$ cat src/rtl/mem_loader_pkg.sv
// mem_loader_pkg: shared definitions for the host-side memory loader.
//   OP_*            command opcodes carried on cmd_op
//   state_t         loader FSM state
//   RD_W            read FIFO entry width (64-bit word + last flag)
//   *_STEP_DEF      default byte increments per imem/dmem word
package mem_loader_pkg;
  localparam logic [2:0] OP_NOP     = 3'd0;
  localparam logic [2:0] OP_WR_IMEM = 3'd1;
  localparam logic [2:0] OP_WR_DMEM = 3'd2;
  localparam logic [2:0] OP_RD_IMEM = 3'd3;
  localparam logic [2:0] OP_RD_DMEM = 3'd4;
  localparam logic [2:0] OP_RUN     = 3'd5;
  localparam logic [2:0] OP_HALT    = 3'd6;
  localparam int unsigned IMEM_STEP_DEF = 4;
  localparam int unsigned DMEM_STEP_DEF = 8;
  localparam int unsigned RD_W = 65;
  typedef enum logic [1:0] {S_IDLE, S_WRITE, S_READ} state_t;
  function automatic logic is_mem_op(input logic [2:0] op);
    return op inside {OP_WR_IMEM, OP_WR_DMEM, OP_RD_IMEM, OP_RD_DMEM};
  endfunction
  function automatic logic is_imem_op(input logic [2:0] op);
    return op == OP_WR_IMEM || op == OP_RD_IMEM;
  endfunction
  function automatic logic is_wr_op(input logic [2:0] op);
    return op == OP_WR_IMEM || op == OP_WR_DMEM;
  endfunction
endpackage

$ cat src/rtl/loader_rd_fifo.sv
// loader_rd_fifo: 2-entry synchronous FIFO buffering read words with their last flag.
//   clk, arst_n      clock, asynchronous active-low reset (empties the FIFO)
//   push_i/push_data_i  write an entry (ignored when full)
//   pop_i/pop_data_o    drop the head entry (ignored when empty); head is always visible
//   full_o, empty_o, count_o  occupancy status
module loader_rd_fifo
  import mem_loader_pkg::*;
(
  input  logic            clk,
  input  logic            arst_n,
  input  logic            push_i,
  input  logic [RD_W-1:0] push_data_i,
  input  logic            pop_i,
  output logic [RD_W-1:0] pop_data_o,
  output logic            full_o,
  output logic            empty_o,
  output logic [1:0]      count_o
);
  logic [RD_W-1:0] mem_q [2];
  logic            wptr_q, rptr_q;
  logic [1:0]      cnt_q;
  logic            do_push, do_pop;
  assign do_push    = push_i && !full_o;
  assign do_pop     = pop_i && !empty_o;
  assign full_o     = cnt_q == 2'd2;
  assign empty_o    = cnt_q == 2'd0;
  assign count_o    = cnt_q;
  assign pop_data_o = mem_q[rptr_q];
  always_ff @(posedge clk or negedge arst_n) begin
    if (!arst_n) begin
      mem_q[0] <= '0;
      mem_q[1] <= '0;
      wptr_q   <= 1'b0;
      rptr_q   <= 1'b0;
      cnt_q    <= 2'd0;
    end else begin
      if (do_push) mem_q[wptr_q] <= push_data_i;
      if (do_push) wptr_q <= !wptr_q;
      if (do_pop) rptr_q <= !rptr_q;
      cnt_q <= cnt_q + {1'b0, do_push} - {1'b0, do_pop};
    end
  end
endmodule

$ cat src/rtl/mem_loader.sv
// mem_loader: host-side initiator that bursts writes/reads into the CPU's imem and dmem
// external ports and owns the CPU enable line.
//   clk, arst_n                     clock, asynchronous active-low reset
//   cmd_valid/ready/op/addr/len     command stream (accepted only while idle)
//   wr_valid/ready/data             write-data beats for WR_* bursts
//   rd_valid/ready/data/last        read-data beats for RD_* bursts
//   addr_ext/wen_ext/ren_ext/wdata_ext/rdata_ext            imem port (32-bit words)
//   addr_ext_2/wen_ext_2/ren_ext_2/wdata_ext_2/rdata_ext_2  dmem port (64-bit words)
//   cpu_enable                      core runs while high; memory bursts are refused then
//   busy                            a burst is in progress
//   err                             one-cycle pulse when a burst command is refused
module mem_loader
  import mem_loader_pkg::*;
#(
  parameter int unsigned LEN_W     = 16,
  parameter int unsigned IMEM_STEP = IMEM_STEP_DEF,
  parameter int unsigned DMEM_STEP = DMEM_STEP_DEF
) (
  input  logic             clk,
  input  logic             arst_n,
  input  logic             cmd_valid,
  output logic             cmd_ready,
  input  logic [2:0]       cmd_op,
  input  logic [63:0]      cmd_addr,
  input  logic [LEN_W-1:0] cmd_len,
  input  logic             wr_valid,
  output logic             wr_ready,
  input  logic [63:0]      wr_data,
  output logic             rd_valid,
  input  logic             rd_ready,
  output logic [63:0]      rd_data,
  output logic             rd_last,
  output logic [63:0]      addr_ext,
  output logic             wen_ext,
  output logic             ren_ext,
  output logic [31:0]      wdata_ext,
  input  logic [31:0]      rdata_ext,
  output logic [63:0]      addr_ext_2,
  output logic             wen_ext_2,
  output logic             ren_ext_2,
  output logic [63:0]      wdata_ext_2,
  input  logic [63:0]      rdata_ext_2,
  output logic             cpu_enable,
  output logic             busy,
  output logic             err
);
  localparam logic [LEN_W-1:0] ONE = LEN_W'(1);
  state_t          state_q, state_d;
  logic [63:0]     addr_q, addr_d;
  logic [LEN_W-1:0] rem_q, rem_d;
  logic [LEN_W-1:0] ret_q, ret_d;
  logic            imem_q, imem_d;
  logic            cpu_en_q, cpu_en_d;
  logic            err_q, err_d;
  logic            pend_q, pend_d;
  logic [63:0]     addr_ext_q, addr_ext_d, addr_ext_2_q, addr_ext_2_d;
  logic            wen_ext_q, wen_ext_d, ren_ext_q, ren_ext_d;
  logic            wen_ext_2_q, wen_ext_2_d, ren_ext_2_q, ren_ext_2_d;
  logic [31:0]     wdata_ext_q, wdata_ext_d;
  logic [63:0]     wdata_ext_2_q, wdata_ext_2_d;
  logic            cmd_fire, wr_fire, issue, pop, push;
  logic [63:0]     step, push_word;
  logic [RD_W-1:0] head;
  logic            fifo_full, fifo_empty;
  logic [1:0]      fifo_cnt;
  logic [2:0]      occ;
  // Async reset also gates cmd_ready so every output reads 0 while reset is held.
  assign cmd_ready = state_q == S_IDLE && arst_n;
  assign cmd_fire  = cmd_valid && cmd_ready;
  assign wr_ready  = state_q == S_WRITE && rem_q != '0;
  assign wr_fire   = wr_valid && wr_ready;
  assign rd_valid  = !fifo_empty;
  assign pop       = rd_valid && rd_ready;
  assign push      = pend_q;
  assign step      = imem_q ? 64'(IMEM_STEP) : 64'(DMEM_STEP);
  assign push_word = imem_q ? {32'b0, rdata_ext} : rdata_ext_2;
  // Words held or owed to the FIFO: stored entries, the ren on the port, and the word on the
  // return bus. A pop this cycle frees a slot before any newly issued word can land.
  assign occ   = {1'b0, fifo_cnt} + {2'b0, ren_ext_q || ren_ext_2_q} + {2'b0, pend_q};
  assign issue = state_q == S_READ && rem_q != '0 && !fifo_full && occ < 3'd2 + {2'b0, pop};
  assign rd_data     = head[63:0];
  assign rd_last     = head[64];
  assign addr_ext    = addr_ext_q;
  assign wen_ext     = wen_ext_q;
  assign ren_ext     = ren_ext_q;
  assign wdata_ext   = wdata_ext_q;
  assign addr_ext_2  = addr_ext_2_q;
  assign wen_ext_2   = wen_ext_2_q;
  assign ren_ext_2   = ren_ext_2_q;
  assign wdata_ext_2 = wdata_ext_2_q;
  assign cpu_enable  = cpu_en_q;
  assign busy        = state_q != S_IDLE;
  assign err         = err_q;
  loader_rd_fifo u_fifo (
    .clk         (clk),
    .arst_n      (arst_n),
    .push_i      (push),
    .push_data_i ({ret_q == ONE, push_word}),
    .pop_i       (pop),
    .pop_data_o  (head),
    .full_o      (fifo_full),
    .empty_o     (fifo_empty),
    .count_o     (fifo_cnt)
  );
  always_comb begin
    state_d       = state_q;
    addr_d        = addr_q;
    rem_d         = rem_q;
    ret_d         = push ? ret_q - ONE : ret_q;
    imem_d        = imem_q;
    cpu_en_d      = cpu_en_q;
    err_d         = 1'b0;
    pend_d        = ren_ext_q || ren_ext_2_q;
    addr_ext_d    = addr_ext_q;
    addr_ext_2_d  = addr_ext_2_q;
    wdata_ext_d   = wdata_ext_q;
    wdata_ext_2_d = wdata_ext_2_q;
    wen_ext_d     = imem_q && wr_fire;
    ren_ext_d     = imem_q && issue;
    wen_ext_2_d   = !imem_q && wr_fire;
    ren_ext_2_d   = !imem_q && issue;
    if (cmd_fire && cmd_op == OP_RUN) cpu_en_d = 1'b1;
    if (cmd_fire && cmd_op == OP_HALT) cpu_en_d = 1'b0;
    if (cmd_fire && is_mem_op(cmd_op) && cpu_en_q) err_d = 1'b1;
    if (cmd_fire && is_mem_op(cmd_op) && !cpu_en_q && cmd_len != '0) begin
      addr_d  = cmd_addr;
      rem_d   = cmd_len;
      ret_d   = cmd_len;
      imem_d  = is_imem_op(cmd_op);
      state_d = is_wr_op(cmd_op) ? S_WRITE : S_READ;
    end
    if (wr_fire || issue) begin
      addr_d       = addr_q + step;
      rem_d        = rem_q - ONE;
      addr_ext_d   = imem_q ? addr_q : addr_ext_q;
      addr_ext_2_d = imem_q ? addr_ext_2_q : addr_q;
    end
    if (wr_fire && imem_q) wdata_ext_d = wr_data[31:0];
    if (wr_fire && !imem_q) wdata_ext_2_d = wr_data;
    // Stay in WRITE through the final strobe so cmd_ready rises only after it.
    if (state_q == S_WRITE && rem_q == '0) state_d = S_IDLE;
    if (state_q == S_READ && pop && rd_last) state_d = S_IDLE;
  end
  always_ff @(posedge clk or negedge arst_n) begin
    if (!arst_n) begin
      state_q       <= S_IDLE;
      addr_q        <= '0;
      rem_q         <= '0;
      ret_q         <= '0;
      imem_q        <= 1'b0;
      cpu_en_q      <= 1'b0;
      err_q         <= 1'b0;
      pend_q        <= 1'b0;
      addr_ext_q    <= '0;
      addr_ext_2_q  <= '0;
      wen_ext_q     <= 1'b0;
      ren_ext_q     <= 1'b0;
      wen_ext_2_q   <= 1'b0;
      ren_ext_2_q   <= 1'b0;
      wdata_ext_q   <= '0;
      wdata_ext_2_q <= '0;
    end else begin
      state_q       <= state_d;
      addr_q        <= addr_d;
      rem_q         <= rem_d;
      ret_q         <= ret_d;
      imem_q        <= imem_d;
      cpu_en_q      <= cpu_en_d;
      err_q         <= err_d;
      pend_q        <= pend_d;
      addr_ext_q    <= addr_ext_d;
      addr_ext_2_q  <= addr_ext_2_d;
      wen_ext_q     <= wen_ext_d;
      ren_ext_q     <= ren_ext_d;
      wen_ext_2_q   <= wen_ext_2_d;
      ren_ext_2_q   <= ren_ext_2_d;
      wdata_ext_q   <= wdata_ext_d;
      wdata_ext_2_q <= wdata_ext_2_d;
    end
  end
endmodule
$ cat config.mk
export PLATFORM = sky130hd
export DESIGN_NAME = mem_loader
export DESIGN_NICKNAME = d
export VERILOG_FILES = /design/src/rtl/mem_loader_pkg.sv /design/src/rtl/loader_rd_fifo.sv /design/src/rtl/mem_loader.sv
export SDC_FILE = /design/constraint.sdc
export NUM_CORES = 1
export LEC_CHECK = 0
export ABC_AREA = 0
export BUFFER_PORTS_ARGS = -buffer_cell sky130_fd_sc_hd__buf_2
export CAP_MARGIN = 40
export CORE_AREA = 2 2 215 217
export DETAILED_ROUTE_END_ITERATION = 8
export DIE_AREA = 0 0 217 219
export GPL_TIMING_DRIVEN = 0
export PLACE_DENSITY_LB_ADDON = 0.05
export SYNTH_ARGS = -nofsm -noshare
export SYNTH_HDL_FRONTEND = slang
export SYNTH_SLANG_ARGS = --single-unit
$ cat constraint.sdc
create_clock -name clk -period 4.5 [get_ports clk]
set_input_delay 1.125 -clock clk [delete_from_list [all_inputs] [get_ports clk]]
set_output_delay 1.125 -clock clk [all_outputs]
set_load 0.01 [all_outputs]
==> results of run 1 <==
-- path summary, 6_finish.rpt --
check / end / slack (ns) / depth (start not counted)
worst min register to register: u_fifo.mem_q[100] / 0.47 / 2
worst min-delay path: u_fifo.mem_q[100] / 0.47 / 2
max in group asynchronous: addr_ext[23] / 2.89 / 2
min in group asynchronous: u_fifo.mem_q[86] / 0.50 / 1
worst max-delay path: wr_ready / 0.20 / 8
worst max register to register: addr_ext[63] / 0.26 / 10
-- repair_timing --
item	CTS	global route
setup buffers	0	5
gates resized for setup	6	1
setup endpoints to repair	89	89
pin swaps	0	1
-- cells by family after synthesis --
logic type | Yosys count | share of synthesized area
adder cells (fa/ha/maj) | 10 | 0.006644
AO/OA/AOI/OAI | 283 | 0.08774
buffers and inverters | 154 | 0.03245
XOR/XNOR | 18 | 0.007475
flip-flops | 464 | 0.5505
AND/OR/NAND/NOR | 528 | 0.1233
multiplexers | 349 | 0.1919
-- placed cells by master, fill, tap and decap left out, types with 4 or more instances in the layout --
cell type	n
nand2_1	262
nor2_1	24
or2_2	7
clkbuf_16	51
xnor2_1	12
nor3b_1	6
a21o_1	6
o211ai_1	31
clkbuf_1	79
mux2i_1	53
o21ai_0	157
o311ai_0	30
mux2_4	49
nor4_1	29
or3_1	22
buf_4	13
inv_1	32
a221o_1	11
and4_1	6
a2bb2oi_1	8
o211a_1	4
diode_2	22
dfrtp_1	464
and3_1	14
buf_6	6
clkinv_2	4
or4_1	25
mux2_2	247
bufinv_16	6
buf_2	575
clkbuf_8	16
xor2_1	6
nand3_1	58
nand4_1	33
ha_1	8
buf_1	4
nor3_1	19
-- stage by stage --
stage / setup WS, ns / instances / power (mW)
after global routing: 0.05786 / 3062 / 12.94
after global placement: -8.037 / 2952 / 8.051
after detailed placement: -1.226 / 2957 / 8.112
final: 0.1987 / 3073 / 12.43
after floorplan: 1.336 / 1806 / 6.719
after CTS: 0.02033 / 3046 / 12.53
-- flip-flops by register name (all words and copies together), names as in the netlist, 2 cells and up --
| name | flops |
|---|---|
| rem_q | 16 |
| u_fifo.count_o | 2 |
| ret_q | 16 |
| addr_ext_2 | 64 |
| wdata_ext_2 | 64 |
| state_q | 2 |
| u_fifo.mem_q | 130 |
| addr_q | 64 |
| addr_ext | 64 |
| wdata_ext | 32 |
-- metal layers --
layer  track usage  part of all wire  vias to the layer above
li1              -                 -                     7804
met1        0.3654              0.41                     8683
met2        0.4860              0.49                      633
met3       0.07720             0.078                      147
met4       0.09566             0.028                       24
met5             0            0.0022                        -
-- power breakdown --
part	switching [mW]	internal, mW
sequential	0.403	4.72
combinational	1.52	1.38
clock	1.72	2.68
total	3.64	8.79
-- final cells by class --
cell class              instances  area, um2  area share
plain buffers                 120      561.8     0.02114
repair buffers                556       2890      0.1088
clock inverters                15      241.5    0.009089
flip-flops and latches        464      11610      0.4370
well taps                     600      750.7     0.02826
diodes                         22      55.05    0.002072
multi-input cells            1188       8805      0.3314
inverters                      33      127.6    0.004803
clock buffers                  75       1526     0.05745
-- worst max-delay path: stages (launching register included) --
cell and delay [ns]:
dfrtp_1 0.44, inv_1 0.09, ha_1 0.20, or3b_2 0.45, buf_2 0.19, nor4_1 0.68
and2_1 0.28, nor3b_1 0.06, buf_2 0.17
==> run summary, run 1 <==
CP Class: flop to output port
Design Area, Final: 26570 um2
Final Cycle Share: 0.9558
Synth unique cells: 67
Slew headroom: 0.4035
Remaining routing DRC violations: 0
Pin count of the biggest net entering global routing: 126
TritonCTS clock tree: yes
Area growth syn-to-layout: 25.97%
Required @ worst endpoint: 3.38 ns
Layout cell share with drive strength beyond 1: 0.4080
I/O Pins: 547
Peak supply drop: 354.0 uV
Number of buffers created by CTS: 51
Post-synth ARST share: 1.000
Worst-Skew Late Latency: 0.60 ns
Die area: 47520 um2
First drt pass iteration count: 5
Die Y-Extent: 219 um
RSZ-0062 raised after global routing: false
DR iter-0 viols: 1423
Final setup vio count: 0
Primary FF master, synth: dfrtp_1
Final core occ: 0.5893
Synth Net Count: 2064
Critical-path maximum fanout: 10
First-pass GRT wire length: 104.8 mm
Worst setup SP type: flop
Yosys warning total: 0
Post-CTS Hold Buffers: 0
Die width: 217 um
CTS Buffer Depth: 3
Setup TNS: 0 ns
RD Place Congestion: 0.8969
Setup Skew: 0.01743 ns
Nets@finish: 2672
Most frequent cells after synthesis: 464 x dfrtp_1, 262 x nand2_1, 247 x mux2_2, 157 x o21ai_0, 73 x clkbuf_1
IO buf count: 546
Post-Syn Instances: 1806
Hold WC Path Type: flop to flop
Area contributors post-synth: dfrtp_1 55%, mux2_2 13%, nand2_1 4.7%
Clock slew at the register clock pins of the worst setup and hold paths: 0.06 ns
Vias per cell: 5.627
GRT overflow: 0
Vias: 17290
Post-synthesis cell area: 21090 um2
Tightest Pin Transition: 0.8865 ns
Worst setup EP type: output port
PwrDens: 467.7 nW/um2
Syn avg cell area: 11.68 um2
Detail Placement HPWL: 52.72 mm
Max_cap viols: 0
Core Region: 45090 um2
Yosys reg bits: 464
Hold Slack: 0.4723 ns
CTS sink cnt: 464
Fin crit period: 4.301 ns
WL/cell: 22.93 um
Critical path launch point: rem_q[0]
Row cnt: 78
GRT Resource Usage Total: 0.2901
Via count of the first global-routing pass: 17000
Most frequent cell after synthesis: dfrtp_1
Post-DP Area: 24690 um2
Starting Density: 0.4678
Hold path start: u_fifo.mem_q[100]
Detail Route Antenna Nets: 0
EDFF count, synth: 0
Top cell type's share of synthesized area: 0.5505
Area leader, netlist: dfrtp_1
Clock Root Buffer: clkbuf_16
Drt total wl: 70.47 mm
Filler instances: 3990
Pleak: 12.14 nW
Initial antenna violation count: 32
Status: completed
Fmax: 232.5 MHz
Register area share after synthesis: 0.5505
Max-slew violation total from the final report: 0
H-tree Lvls: 2
Critical R2R Launch: pend_q
Fin. Hold Viols: 0
Worst path arrival time: 3.18 ns
No activity file was read; power rests on OpenSTA's default activity.
==> run 2, diff against run 1 <==
--- a/config.mk
+++ b/config.mk
@@ -9,6 +9,7 @@
 export BUFFER_PORTS_ARGS = -buffer_cell sky130_fd_sc_hd__buf_2
 export CAP_MARGIN = 40
 export CORE_AREA = 2 2 215 217
+export CTS_BUF_LIST = sky130_fd_sc_hd__clkbuf_16
 export DETAILED_ROUTE_END_ITERATION = 8
 export DIE_AREA = 0 0 217 219
 export GPL_TIMING_DRIVEN = 0
==> constraint.sdc (replaced) <==
create_clock -name clk -period 4.89 [get_ports clk]
set_input_delay 1.2225 -clock clk [delete_from_list [all_inputs] [get_ports clk]]
set_output_delay 1.2225 -clock clk [all_outputs]
set_load 0.01 [all_outputs]
==> run summary, run 2 (synthesized netlist as in run 1, its figures left out) <==
Status: completed
Row cnt: 78 (unchanged)
Number of flip-flops under the largest register name: 130 (unchanged)
CTS Buffer Depth: 3 (unchanged)
Area growth syn-to-layout: 25.08%
Fin crit period: 4.498 ns
GRT Resource Usage Total: 0.2905 (+0.0004951)
Core Region: 45090 um2 (unchanged)
PwrDens: 423.0 nW/um2 (-9.6%)
Layout cell share with drive strength beyond 1: 0.4006 (-0.007425)
Most common cell after layout, fill and taps aside: buf_2
Die width: 217 um (unchanged)
Die area: 47520 um2 (unchanged)
Remaining routing DRC violations: 0 (unchanged)
Number of buffers created by CTS: 51 (unchanged)
DR iter-0 viols: 1332 (-6.4%)
Post-DP Area: 24690 um2 (unchanged)
Sw Ratio: 0.2996 (+0.006702)
Worst setup SP type: flop
Pin count of the biggest net entering global routing: 126 (unchanged)
Clock power frac: 0.338 (-0.016)
Biggest register: u_fifo.mem_q
Drt total wl: 70.58 mm (+0.15%)
Worst path arrival time: 4.98 ns (+1.80 ns)
Pleak: 12.07 nW (-0.59%)
First drt pass iteration count: 5 (unchanged)
Peak supply drop: 329.6 uV (-6.9%)
Setup TNS: 0 ns (unchanged)
First-pass GRT wire length: 105.0 mm (+0.18%)
IO buf count: 546 (unchanged)
Via count of the first global-routing pass: 17010 (+0.029%)
Slew headroom: 0.3746 (-0.02891)
Final Cycle Share: 0.9198
Detail Route Antenna Nets: 0 (unchanged)
Worst-Skew Late Latency: 0.60 ns (about the same)
GRT overflow: 0 (unchanged)
Critical-path maximum fanout: 11 (+1)
Final core occ: 0.5851 (-0.004163)
Part of the power in registers: 0.423 (+0.010)
Fmax: 222.3 MHz
Tightest Pin Transition: 0.9295 ns (+0.04297 ns)
Detail Placement HPWL: 52.72 mm (unchanged)
Total power: 11.16 mW (-10%)
RD Place Congestion: 0.8969 (unchanged)
Vias: 17280 (-0.087%)
Clock slew at the register clock pins of the worst setup and hold paths: 0.06 ns (about the same)
Design Area, Final: 26380 um2 (-0.71%)
Most frequent cells in the layout: 572 x buf_2, 464 x dfrtp_1, 262 x nand2_1
I/O Pins: 547 (unchanged)
Net Sw Power: 3.343 mW (-8.1%)
Worst setup EP type: flop
Vias per cell: 5.633 (+0.11%)
Setup Skew: 0.01840 ns (+0.0009732 ns)
Fin. Hold Viols: 0 (unchanged)
Hold WC Path Type: flop to flop
Die Y-Extent: 219 um (unchanged)
Comb power frac: 0.239 (+0.005)
Nets@finish: 2670 (-0.075%)
Clock Root Buffer: clkbuf_16
Required @ worst endpoint: 5.37 ns (+1.99 ns)
RSZ-0062 raised after global routing: false
Starting Density: 0.4678 (unchanged)
WL/cell: 23.01 um (+0.35%)
CTS sink cnt: 464 (unchanged)
Internal power: 7.816 mW (-11%)
Initial antenna violation count: 32 (unchanged)
H-tree Lvls: 2 (unchanged)
TritonCTS clock tree: yes
Final setup vio count: 0 (unchanged)
Max_cap viols: 0 (unchanged)
Max-slew violation total from the final report: 0 (unchanged)
Final non-filler cell total: 3067 (-0.20%)
Placed Cells: 2957 (unchanged)
CP Class: flop to flop
-- run 2: cell count changes in the layout (fill, tap and decap cells not counted), sizes merged --
| cell | delta |
|---|---|
| clkbuf | -20 |
| clkinv | +17 |
| inv | +8 |
| buf | -6 |
| diode | -4 |
| clkinvlp | -1 |
-- run 2: final timing paths --
kind / start / endpoint / slack [ns] / cells after the start
setup / recovery: imem_q / addr_q[33] / 0.39 / 11
hold / removal: u_fifo.mem_q[68] / u_fifo.mem_q[68] / 0.47 / 2
setup reg to reg: imem_q / addr_q[33] / 0.39 / 11
hold reg to reg: u_fifo.mem_q[68] / u_fifo.mem_q[68] / 0.47 / 2
max in group asynchronous: arst_n / addr_q[17] / 3.20 / 2
min in group asynchronous: arst_n / u_fifo.mem_q[86] / 0.59 / 1
-- run 2: routing by layer --
| layer | track usage | vias up | part of all wire |
|---|---|---|---|
| li1 | - | 7782 | - |
| met1 | 0.3667 | 8660 | 0.40 |
| met2 | 0.4866 | 652 | 0.49 |
| met3 | 0.07678 | 158 | 0.079 |
| met4 | 0.09566 | 24 | 0.031 |
| met5 | 0 | - | 0.0021 |
-- run 2: worst max-delay path, stage by stage (launching register included) --
cell and delay, ns:
dfrtp_1 0.34, clkbuf_1 0.57, clkinv_1 0.56, clkbuf_1 0.49
ha_1 0.42, a21o_1 0.19, nor4b_2 0.27, buf_4 0.23
clkbuf_1 0.52, nand3_1 0.18, mux2_2 0.30, a221o_1 0.29
-- run 2: cell type report --
| type | instances | area, um2 |
|---|---|---|
| diodes | 18 | 45.04 |
| plain buffers | 121 | 565.5 |
| clock buffers | 51 | 1276 |
| clock inverters | 39 | 331.6 |
| fillers | 4006 | 18710 |
| inverters | 33 | 123.9 |
| multi-input cells | 1188 | 8810 |
| flip-flops and latches | 464 | 11610 |
| well taps | 600 | 750.7 |
| repair buffers | 553 | 2868 |
-- run 2: metrics by stage --
step | setup slack, ns | hold slack (ns)
floorplan | 1.705 | 0.4444
global placement | -7.744 | 0.4561
detailed placement | -0.9334 | 0.4645
CTS | 0.1082 | 0.4787
global route | 0.1255 | 0.4892
finish | 0.3923 | 0.4731
-- run 2: repair_timing --
item | CTS | global route
hold endpoints to repair | 0 | 0
hold buffers | 0 | 0
pin swaps | 0 | 1
endpoints found under the setup margin | 41 | 58
buffers inserted | 0 | 2
gates resized for setup | 2 | 6
-- run 2: power by group through the flow --
| stage | Combinational [mW] | Sequential, mW | Clock, mW |
|---|---|---|---|
| 6_report | 2.67 | 4.72 | 3.77 |
| 5_1_grt | 2.86 | 4.78 | 4.00 |
| 4_1_cts | 2.70 | 4.71 | 3.85 |
| 3_5_place_dp | 2.69 | 4.78 | 0 |
| 3_3_place_gp | 2.65 | 4.76 | 0 |
| 2_1_floorplan | 1.31 | 4.87 | 0 |
